--- src/rtl/mem_arb.sv ---
// mem_arb: round-robin arbiter that lets the CPU memory port (requester 0)
// and the debug/loader port (requester 1) share one single-port synchronous
// memory. Each single-word access takes three cycles: IDLE (arbitrate and
// latch), ACC (drive the memory), ACK (return data and pulse ack).
module mem_arb #(
  parameter int AW = 32,
  parameter int DW = 32
) (
  input  logic          clk,
  input  logic          rst,
  input  logic          m0_req,
  input  logic          m0_we,
  input  logic [AW-1:0] m0_adr,
  input  logic [DW-1:0] m0_wdata,
  output logic [DW-1:0] m0_rdata,
  output logic          m0_ack,
  input  logic          m1_req,
  input  logic          m1_we,
  input  logic [AW-1:0] m1_adr,
  input  logic [DW-1:0] m1_wdata,
  output logic [DW-1:0] m1_rdata,
  output logic          m1_ack,
  output logic [AW-1:0] mem_adr,
  output logic          mem_we,
  output logic [DW-1:0] mem_wdata,
  input  logic [DW-1:0] mem_rdata,
  output logic          owner,
  output logic          busy
);

  typedef enum logic [1:0] {IDLE, ACC, ACK} state_t;

  state_t        state;
  state_t        state_nxt;
  logic          last;
  logic          owner_q;
  logic          lat_we;
  logic [AW-1:0] lat_adr;
  logic [DW-1:0] lat_wdata;
  logic          any_req;
  logic          winner;
  logic          ack_phase;

  assign any_req = m0_req | m1_req;

  // Pick the winner: a lone requester wins, a tie goes to whoever was not served last
  always_comb begin
    winner = 1'b0;
    if (m0_req && m1_req) begin
      winner = ~last;
    end else if (m1_req) begin
      winner = 1'b1;
    end
  end

  // Next-state logic: IDLE waits for a request, ACC and ACK each last one cycle
  always_comb begin
    state_nxt = state;
    case (state)
      IDLE:    if (any_req) state_nxt = ACC;
      ACC:     state_nxt = ACK;
      ACK:     state_nxt = IDLE;
      default: state_nxt = IDLE;
    endcase
  end

  // State register
  always_ff @(posedge clk) begin
    if (rst) begin
      state <= IDLE;
    end else begin
      state <= state_nxt;
    end
  end

  // Latch the winning request in IDLE so later input changes cannot disturb the access
  always_ff @(posedge clk) begin
    if (rst) begin
      last      <= 1'b1;
      owner_q   <= 1'b0;
      lat_we    <= 1'b0;
      lat_adr   <= '0;
      lat_wdata <= '0;
    end else begin
      case (state)
        IDLE: begin
          if (any_req) begin
            owner_q   <= winner;
            lat_we    <= winner ? m1_we    : m0_we;
            lat_adr   <= winner ? m1_adr   : m0_adr;
            lat_wdata <= winner ? m1_wdata : m0_wdata;
          end
        end
        ACK: begin
          last    <= owner_q;
          owner_q <= 1'b0;
        end
        default: ;
      endcase
    end
  end

  // A reset landing in ACC or ACK must neither write memory nor acknowledge
  assign ack_phase = (state == ACK) && !rst;

  assign mem_adr   = lat_adr;
  assign mem_wdata = lat_wdata;
  assign mem_we    = (state == ACC) && lat_we && !rst;

  assign m0_ack    = ack_phase && !owner_q;
  assign m1_ack    = ack_phase &&  owner_q;
  assign m0_rdata  = m0_ack ? mem_rdata : '0;
  assign m1_rdata  = m1_ack ? mem_rdata : '0;

  assign owner     = owner_q;
  assign busy      = (state != IDLE);

endmodule

--- config.mk ---
export PLATFORM = sky130hd
export DESIGN_NAME = mem_arb
export DESIGN_NICKNAME = d
export VERILOG_FILES = /design/src/rtl/mem_arb.sv
export SDC_FILE = /design/constraint.sdc
export NUM_CORES = 1
export LEC_CHECK = 0
export ABC_AREA = 1
export ABC_CLOCK_PERIOD_IN_PS = 1800
export CORE_MARGIN = 8
export CORE_UTILIZATION = 37
export CTS_BUF_LIST = sky130_fd_sc_hd__clkbuf_4 sky130_fd_sc_hd__clkbuf_8
export DETAILED_ROUTE_END_ITERATION = 8
export HOLD_SLACK_MARGIN = 0.06
export MAX_ROUTING_LAYER = met4
export PLACE_DENSITY = 0.81
export SYNTH_ARGS = -nofsm -noshare
export SYNTH_HDL_FRONTEND = slang
export SYNTH_SLANG_ARGS = --single-unit
--- constraint.sdc ---
create_clock -name clk -period 1.8 [get_ports clk]
set_clock_uncertainty 0.2 [all_clocks]
set_input_delay 0.27 -clock clk [delete_from_list [all_inputs] [get_ports clk]]
set_output_delay 0.27 -clock clk [all_outputs]
set_load 0.1 [all_outputs]
Word level (Yosys, flattened, before mapping)
Index checks and enable logic that the tools add are counted. Widths: inputs -> output; s select.

Add/subtract/negate cells: 0. $mul: 0. Divide/modulo/power cells: 0. $lt $le $gt $ge: 0. Eq/ne operators: 3. Shifts and indexed selects: 0. Multiplexer cells: 11. Bitwise operators: 2. Reduce and logical (&&, ||, !) cells: 13.

Operators by type and width (count): $mux 32 (4); $logic_and 1x1->1 (6); $mux 1 (4); $pmux 2 s2 (1); $reduce_and 2->1 (2); $reduce_bool 2->1 (2); $eq 2x1->1 const B (1); $eq 2x2->1 const B (1); $logic_not 1->1 (2); $logic_not 2->1 (1); $mux 2 (1); $ne 2x2->1 const B (1); $pmux 1 s2 (1); $not 1->1 (1); $or 1x1->1 (1).

Register bits: 69. Bits in latches: 0. Bits in writable memories: 0. ROM bits: 0. Input port bits: 166. Output and inout port bits: 133. Logic and storage cells: 35. Memories: 0.

Logic depth before layout (Yosys ltp)
Gate-level depths: netlist (run 1).

Depth in word-level cells: 4. Depth in mapped cells: 8. Gate-level depth less buffers: 6.

Worst setup path before layout (run 1)
No wires, ideal clock.

Kind: register -> output. From: reg state[1]. To: out mem_we. Arrival: 3271 ps. Required time: 1330 ps. Slack: -1941 ps. Cell stages (with the launch flop): 2. Path buffers: 0. Path through: dfxtp_1 -> nor4_1.

Word-level cells in the longest chain between the ends: 3.

RTL lines: from (decl) (line 33) `state_t state;`; from (signal assigned) (line 72) `state <= state_nxt;`; $eq 2x1->1 (line 108) `assign mem_we = (state == ACC) && lat_we && !rst;`; $logic_and 1x1->1 (2 in series) (line 108); to (decl) (line 24) `output logic mem_we,`.

No other way between the ends.

Worst setup path after layout (run 1)
From: reg state[1]. To: out m0_rdata[25].

Word-level cells in the longest chain between the ends: 4.

RTL lines: $eq 2x2->1 (line 104) `assign ack_phase = (state == ACK) && !rst;`; $logic_and 1x1->1 (line 104); $logic_and 1x1->1 (line 110) `assign m0_ack = ack_phase && !owner_q;`; $mux 32 (line 112) `assign m0_rdata = m0_ack ? mem_rdata : '0;`; to (decl) (line 15) `output logic [DW-1:0] m0_rdata,`.

No other way between the ends.

==> reports/metrics.yaml, run 1 <==
synth:
  synth_top_area_frac: 0.314
  synth_warnings: 0
  seq_area_frac_synth: 0.314
  syn_avg_cell_area_um2: 5.77
  ys_top_cells_by_area: "dfxtp_1 (31%), nor2_1 (17%), nand2_1 (17%)"
  syn_nets: 929
  synth_cells: 763
  ys_ff_latch: 69
  synth.distinct_cells: 19
  netlist_area_um2: 4400
  yosysTopAreaCell: "dfxtp_1"
floorplanning:
  dieArea_um2: 15700
  rows: 40
  die_x_um: 125
  ioPinCount: 299
  core_um2: 11800
  start_util: 0.373
  dieHeight_um: 125
sta:
  period_minus_slack_ns: 2.18
  timing.hold.ws_ns: 0.230
  fmax_mhz: 459
  fin_crit_sh: 1.21
  hold_viol: 0
  setup_slack_ns: -0.376
  rsz0062_at_grt: "true"
  final_max_slew_viol_count: 0
  maxSlewHeadroom: 0.516
  setup_viol: 67
  worst_pin_slew_ns: 0.726
cells_and_area:
  drive_gt1_frac: 0.254
  fill_cells: 659
  areaGrowthSynthToFinish_pct: 126
  layout.nets: 1225
  antenna_cells: 0
  final_util: 0.842
routing:
  drt-initial-drc-count: 376
  first_pass_iters: 5
  ant_nets: 0
  wl_per_cell_um: 18.2
  routed_wl_mm: 22.0
  via_per_inst: 4.83
  vias: 5845
  drc_errors: 0
clocking:
  clock_sinks: 69
  insertion_delay_ns: 0.35
  clock-root-buffer: "clkbuf_8"
  cts_tree: "yes"
  cts_buffer_depth: 2
  clk_pin_slew_worst_paths_ns: 0.08
  htreeDepth: 3
  cts-buffers-inserted: 9
power:
  p_int_mw: 3.74
  swShare: 0.451
  clkPwrFrac: 0.179
  power_density_nw_per_um2: 684
  peakVddDrop_mv: 0.381
  power_frac_comb: 0.543
  p_sw_mw: 3.07
  seqPwrFrac: 0.278
  leakage_nw: 4.40
grt:
  grt_usage: 0.265
  grt.overflow.total: 0
  grt_max_degree: 77
  grt_pass1_vias: 5807
  grt_pass1_wl_mm: 32.0
  antenna_found_initial: 0
critical_path:
  required_ns: 1.33
  worst-path-max-fanout: 6
  rr_worst_depth: 8
  critPathKind: "reg -> out"
  crit_path_end_kind: "output pin"
  critPathLaunchType: "register"
  crit_arrival_ns: 1.71
run_status:
  violations: "setup timing"
  status: "finished, violations left"
worst_hold_path:
  min_path_type: "in -> reg"
  min_delay_path_depth: 3
placement:
  hpwl_mm: 16.2
  gp_congestion: 0.824
  dpl_worst_slack_ns: -0.427
  io_buffers: 298
flow_run:
  maxCapViolations: 0
[synthesized netlist by cell type]
| library cell | n |
|---|---|
| nor2_1 | 201 |
| buf_2 | 21 |
| buf_4 | 4 |
| nand2_1 | 198 |
| nor3_1 | 1 |
| a21boi_1 | 11 |
| o21ai_1 | 1 |
| o21ai_0 | 1 |
| inv_2 | 1 |
| nor4_1 | 1 |
| dfxtp_1 | 69 |
| a21boi_0 | 54 |
| buf_1 | 3 |
| buf_6 | 5 |
| a21oi_1 | 1 |
| clkbuf_1 | 22 |
| nand3_1 | 67 |
| inv_1 | 101 |
| nand3b_1 | 1 |
[power by group through the flow]
stage	Combinational, mW	Sequential (mW)	Clock, mW
6_report	3.69	1.89	1.22
5_1_grt	3.88	1.91	1.33
4_1_cts	3.65	1.89	1.26
3_5_place_dp	3.62	1.92	0
3_3_place_gp	3.56	1.91	0
2_1_floorplan	0.980	3.03	0
[critical path: stages (launching register included)]
cell and delay [ns]:
dfxtp_2 0.34, inv_2 0.05, nor2_4 0.09, buf_4 0.12
nand3b_1 0.09, buf_6 0.17, clkbuf_16 0.18, nor2_4 0.11
buf_12 0.18
[repair_timing]
action | 4_1_cts | 5_1_grt
buffers inserted | 4 | 5
setup endpoints to repair | 68 | 68
gates cloned | 1 | 2
pin swaps | 8 | 10
hold buffers | 0 | 0
resized for setup | 26 | 15
[final timing paths]
| kind | from | end | slack (ns) |
|---|---|---|---|
| setup reg to reg | state[0] | mem_adr[13] | 0.04 |
| hold / removal | rst | state[0] | 0.23 |
| setup / recovery | state[1] | m0_rdata[25] | -0.38 |
| hold reg to reg | last | last | 0.34 |
[metrics by stage]
stage	instances	power (mW)	TNS (ns)	instance area (um^2)
after floorplan	763	4.02	-31.29	4960
after global placement	1187	5.47	-16.92	9550
after detailed placement	1187	5.54	-25.98	9550
after CTS	1204	6.79	-21.89	9830
after global routing	1209	7.12	-27.66	9950
final	1209	6.81	-22.64	9950
[cell usage in the layout (no fill, tap or decap), types with 11 or more instances in the layout]
cell type | Yosys | layout
nand2_1 | 198 | 196
clkdlybuf4s50_1 | 0 | 163
buf_12 | 0 | 147
nor2_1 | 201 | 134
inv_1 | 101 | 97
nor2_4 | 0 | 66
nand3_1 | 67 | 66
dfxtp_1 | 69 | 66
a21boi_0 | 54 | 54
buf_4 | 4 | 18
a21boi_1 | 11 | 11
[metal layers]
layer | track usage | vias up | part of all wire
met1 | 0.265 | 2622 | 0.37
met3 | 0.0854 | 60 | 0.077
met5 | - | - | 0
met4 | 0.128 | 0 | 0.049
met2 | 0.462 | 281 | 0.51
li1 | - | 2882 | -
[state kept, by name, summed over array words and instances, names as in the netlist]
name	count
lat_we	1
mem_adr	32
owner	1
state	2
last	1
mem_wdata	32
[area by class of cell]
cell class,count,area [um^2],area share
Clock inverter,5,53.8,0.00541
Timing Repair Buffer,340,4890,0.491
Sequential cell,69,1390,0.140
Tap cell,147,184,0.0185
Multi-Input combinational cell,537,2910,0.292
Inverter,102,403,0.0405
Clock buffer,9,124,0.0125
[cells by family after synthesis]
logic type             count (synthesis)  synth area share
AO/OA/AOI/OAI                         68             0.114
AND/OR/NAND/NOR                      469             0.420
buffers and inverters                157             0.152
flip-flops                            69             0.314
Note: power is estimated with default switching activity, not from simulation.
==> run 2, diff against run 1 <==
- ABC_AREA: 1 -> default
- CORE_UTILIZATION: 37 -> 35
- PLACE_DENSITY: 0.81 -> 0.82
==> reports/metrics.yaml, run 2 <==
run_status:
  status: "finished, violations left"
  violations: "setup timing"
power:
  seqPwrFrac: 0.275
  power_frac_comb: 0.512
  swShare: 0.424
  p_sw_mw: 2.95
  clkPwrFrac: 0.213
  total_power_mw: 6.95
  peakVddDrop_mv: 0.488
  leakage_nw: 3.64
  p_int_mw: 4.00
  power_density_nw_per_um2: 758
synth:
  ys_top_cells_by_area: "dfxtp_1 (36%), a311oi_2 (19%), nand2_1 (13%)"
  synth_cells: 461
  seq_area_frac_synth: 0.357
  yosys.cell_count.top_type: "nand2_1"
  yosysTopAreaCell: "dfxtp_1"
  synth_edf_count: 0
  netlist_area_um2: 3860
  synthTopCellsByCount: "nand2_1 (131), dfxtp_1 (69), a21oi_1 (65), and2_1 (65), a311oi_2 (50)"
  ys_ff_latch: 69
  synth_warnings: 0
  synth_compound_area_frac: 0.321
  synthMuxAreaShare: 0.00259
  ys.flop_type: "dfxtp_1"
  synth_xor_area_frac: 0
  synth.distinct_cells: 26
  synth_top_family_by_area: "compound AO/OA/AOI/OAI gates"
  async_reset_ff_frac: 0
  syn_nets: 627
  synthAdderAreaFrac: 0
  synth_top_area_frac: 0.357
  syn_avg_cell_area_um2: 8.38
  synth-simple-area-share: 0.250
routing:
  first_pass_iters: 7
  wl_per_cell_um: 26.2
  drc_errors: 0
  ant_nets: 0
  vias: 5187
  routed_wl_mm: 23.8
  via_per_inst: 5.71
  drt-initial-drc-count: 388
clocking:
  cts_tree: "yes"
  cts-buffers-inserted: 9
  clock-root-buffer: "clkbuf_8"
  insertion_delay_ns: 0.32
  htreeDepth: 3
  clk_pin_slew_worst_paths_ns: 0.07
  cts_buffer_depth: 2
  clock_sinks: 69
floorplanning:
  ioPinCount: 299
  die_x_um: 121
  dieHeight_um: 121
  start_util: 0.358
  dieArea_um2: 14700
  core_um2: 10800
  rows: 38
grt:
  grt_usage: 0.292
  grt_pass1_vias: 5404
  grt_pass1_wl_mm: 32.3
  grt.overflow.total: 0
  grt_max_degree: 68
  antenna_found_initial: 5
sta:
  rsz0062_at_grt: "true"
  worst_pin_slew_ns: 0.523
  setup_viol: 67
  fin_crit_sh: 1.21
  maxSlewHeadroom: 0.651
  fmax_mhz: 458
  hold_viol: 0
  setup_slack_ns: -0.385
  timing.hold.ws_ns: 0.318
  final_max_slew_viol_count: 0
  period_minus_slack_ns: 2.18
critical_path:
  required_ns: 1.33
  crit_path_end_kind: "output pin"
  critPathKind: "reg -> out"
  path_cells: "nand2b_4, nor3b_4, buf_6, clkbuf_16, and2_4, buf_12"
  crit_arrival_ns: 1.71
  cpMaxStageDelayCell: "dfxtp_2"
  cpPeakStageDelay_ns: 0.32
  worst-path-max-fanout: 8
  critPathLaunchType: "register"
cells_and_area:
  areaGrowthSynthToFinish_pct: 137
  layout.cells.non_filler: 908
  layout.nets: 924
  mostFrequentLayoutCell: "clkdlybuf4s50_1"
  final_cell_mix: "clkdlybuf4s50_1 (164), buf_12 (144), nand2_1 (131)"
  drive_gt1_frac: 0.410
placement:
  io_buffers: 298
  gp_congestion: 0.931
  dp.cells: 868
  hpwl_mm: 15.0
flow_run:
  maxCapViolations: 0
worst_hold_path:
  min_path_type: "in -> reg"
[run 2: cell types whose count changed after synthesis, sizes merged, moves of 65 or more]
cell    before  now
nor2       201    2
inv        102    2
and2         0   66
nand2      198  131
nand3       67    0
a311oi       0   65
[run 2: power by group through the flow]
| stage | registers (mW) | logic, mW | clock network, mW |
|---|---|---|---|
| floorplan | 3.03 | 0.822 | 0 |
| global placement | 1.92 | 3.36 | 0 |
| detailed placement | 1.93 | 3.42 | 0 |
| global route | 1.93 | 3.65 | 1.57 |
| finish | 1.91 | 3.56 | 1.48 |
| CTS | 1.90 | 3.48 | 1.46 |
[run 2: cell families after synthesis]
group | after synthesis
compound gates | 134
simple gates | 205
buf+inv | 52
flops | 69
mux | 1
[run 2: path summary, 6_finish.rpt]
path / endpoint / slack (ns) / depth (start not counted) / start
worst max-delay path: m1_rdata[16] / -0.38 / 6 / state[0]
worst min-delay path: mem_adr[10] / 0.32 / 3 / m0_adr[10]
worst max register to register: mem_adr[14] / 0.07 / 6 / state[1]
worst min register to register: mem_adr[8] / 0.36 / 2 / mem_adr[8]
[run 2: metal layers]
layer	vias up	wire, um	GRT usage	share of wire
li1	2228	-	-	-
met1	2469	8150	0.291	0.34
met2	387	12000	0.511	0.50
met3	103	1990	0.0689	0.084
met4	0	1630	0.175	0.068
met5	-	0	-	0
[run 2: layout make-up]
type | instances | area (um^2)
Timing Repair Buffer | 336 | 4930
Multi-Input combinational cell | 340 | 2420
Inverter | 2 | 7.51
Fill cell | 486 | 1620
Tap cell | 140 | 175
Antenna cell | 5 | 12.5
Clock inverter | 4 | 70.1
Sequential cell | 69 | 1390
Clock buffer | 12 | 159
[run 2: worst max-delay path: cells and delay by family (launching register included)]
family	cells	cell delay, ns
DFF	1	0.32
buffers and inverters	3	0.54
and+or+nand+nor	3	0.52
[run 2: timing repair]
item	4_1_cts	5_1_grt
endpoints found under the setup margin	68	71
setup buffers	7	1
endpoints found under the hold margin	3	0
hold buffers	2	0
gates resized for setup	24	5
cloned	5	4
pin swaps	24	12
[run 2: metrics by stage]
step / setup slack [ns] / instance area, um^2 / utilization / setup TNS (ns)
finish: -0.385 / 9170 / 0.850 / -21.59
global route: -0.415 / 9170 / 0.850 / -24.22
CTS: -0.313 / 9040 / 0.837 / -17.85
detailed placement: -0.249 / 8550 / 0.792 / -15.48
global placement: -0.182 / 8550 / 0.792 / -10.60
floorplan: -0.223 / 4030 / - / -8.34
==> run 3, diff against run 2 <==
--- a/constraint.sdc
+++ b/constraint.sdc
@@ -4,2 +4,2 @@
 set_output_delay 0.27 -clock clk [all_outputs]
-set_load 0.1 [all_outputs]
+set_load 0.05 [all_outputs]
==> reports/metrics.yaml, run 3 (synthesis results as in run 2) <==
floorplanning:
  start_util: 0.358
  dieArea_um2: 14700
  dieHeight_um: 121
  die_x_um: 121
  rows: 38
  core_um2: 10800
  ioPinCount: 299
routing:
  wl_met2_mm: 9.73
  drt-initial-drc-count: 230
  drc_errors: 0
  first_pass_iters: 4
  wl_per_cell_um: 20.4
  wl_met1_mm: 6.70
  maxUsedRoutingLayer: "met4"
  via_per_inst: 5.14
  ant_nets: 0
  wl_met3_mm: 1.30
  routed_wl_mm: 18.2
  vias: 4590
power:
  swShare: 0.365
  p_sw_mw: 2.02
  seqPwrFrac: 0.326
  p_int_mw: 3.52
  power_frac_comb: 0.412
  peakVddDrop_mv: 0.429
  clkPwrFrac: 0.262
  power_density_nw_per_um2: 692
  total_power_mw: 5.55
  leakage_nw: 3.27
critical_path:
  reg2reg_slack_ns: 0.12
  rr_endpoint: "mem_wdata[18]"
  rr_worst_depth: 6
  critPathKind: "reg -> out"
  required_ns: 1.33
  critPathLaunchType: "register"
  crit_path_end_kind: "output pin"
  crit_top_cell: "buf_12"
  worst-path-max-fanout: 14
  cpMaxStageDelayCell: "dfxtp_2"
  rr_startpoint: "state[1]"
  crit_arrival_ns: 1.59
  cpPeakStageDelay_ns: 0.32
  path_cells: "nand2b_4, nor3b_2, buf_4, buf_12, and2_2, buf_12"
sta:
  fmax_mhz: 484
  maxSlewHeadroom: 0.713
  hold_viol: 0
  worst_pin_slew_ns: 0.431
  final_max_slew_viol_count: 0
  rsz0062_at_grt: "true"
  setup_viol: 66
  setup_slack_ns: -0.265
  fin_crit_sh: 1.15
  period_minus_slack_ns: 2.06
grt:
  antenna_found_initial: 1
  grt_usage: 0.247
  grt_pass1_vias: 4917
  grt.overflow.total: 0
  grt_pass1_wl_mm: 27.7
  grt_max_degree: 65
clocking:
  cts_tree: "yes"
  clk_pin_slew_worst_paths_ns: 0.07
  insertion_delay_ns: 0.33
  clock_sinks: 69
  htreeDepth: 3
  cts-buffers-inserted: 9
  clock-root-buffer: "clkbuf_8"
  cts_buffer_depth: 2
worst_hold_path:
  min_delay_path_depth: 3
  hp-start: "rst"
  min_path_type: "in -> reg"
  hold_path_end: "lat_we"
cells_and_area:
  areaGrowthSynthToFinish_pct: 107
  drive_gt1_frac: 0.396
  layout.nets: 913
  final_cell_area_um2: 8010
  mostFrequentLayoutCell: "clkdlybuf4s50_1"
  final_cell_mix: "clkdlybuf4s50_1 (164), nand2_1 (131), buf_4 (79)"
placement:
  io_buffers: 298
  hpwl_mm: 14.4
  gp_congestion: 0.906
  place_area_um2: 7660
flow_run:
  maxCapViolations: 0
run_status:
  status: "finished, violations left"
  violations: "setup timing"
run 3: routing by layer:
metal	up-vias	GRT usage
met1	2157	0.254
met3	24	0.0591
met4	0	0.0898
met2	217	0.447
li1	2192	-
met5	-	-
run 3: how the worst max path moves through the flow:
stage	cells after the start	start	end	slack, ns
after CTS	6	state[0]	m1_rdata[19]	-0.26
final	6	state[0]	m1_rdata[19]	-0.26
after floorplan	4	state[0]	m0_rdata[22]	-0.07
after global routing	6	state[0]	m1_rdata[20]	-0.37
after detailed placement	5	m1_req	mem_adr[1]	-0.27
after global placement	5	m0_req	owner	-0.24
run 3: worst max-delay path, delay by kind of cell (launching register included):
family                 cells  cell delay, ns
flip-flops                 1            0.32
buffers and inverters      3            0.47
AND/OR/NAND/NOR            3            0.48
run 3: final cells by class:
cell class,instances,area [um^2]
clock buffers,11,151
inverters,2,7.51
clock inverters,5,81.3
diodes,1,2.50
well taps,140,175
fillers,733,2780
multi-input cells,340,2360
flip-flops and latches,69,1390
repair buffers,325,3850
run 3: metrics by stage:
step	utilization	hold WS [ns]	TNS (ns)	instances	setup WS, ns
after detailed placement	0.709	0.314	-13.63	871	-0.269
after global routing	0.743	0.256	-19.52	893	-0.369
after global placement	0.709	0.303	-11.96	871	-0.238
after CTS	0.740	0.293	-14.19	892	-0.260
after floorplan	-	0.223	-1.30	461	-0.0724
final	0.743	0.277	-13.31	893	-0.265
run 3: power groups by stage:
| stage | combinational (mW) | clock (mW) | sequential [mW] |
|---|---|---|---|
| after floorplan | 0.741 | 0 | 2.41 |
| after global placement | 2.20 | 0 | 1.83 |
| after detailed placement | 2.24 | 0 | 1.84 |
| after CTS | 2.29 | 1.49 | 1.81 |
| after global routing | 2.40 | 1.56 | 1.83 |
| final | 2.28 | 1.45 | 1.81 |
run 3: timing repair:
| item | CTS | global route |
|---|---|---|
| hold buffers | 1 | 0 |
| hold endpoints to repair | 3 | 0 |
| pin swaps | 3 | 10 |
| buffers inserted | 3 | 1 |
| endpoints found under the setup margin | 68 | 98 |
| gates resized for setup | 13 | 9 |
| gates cloned | 1 | 0 |
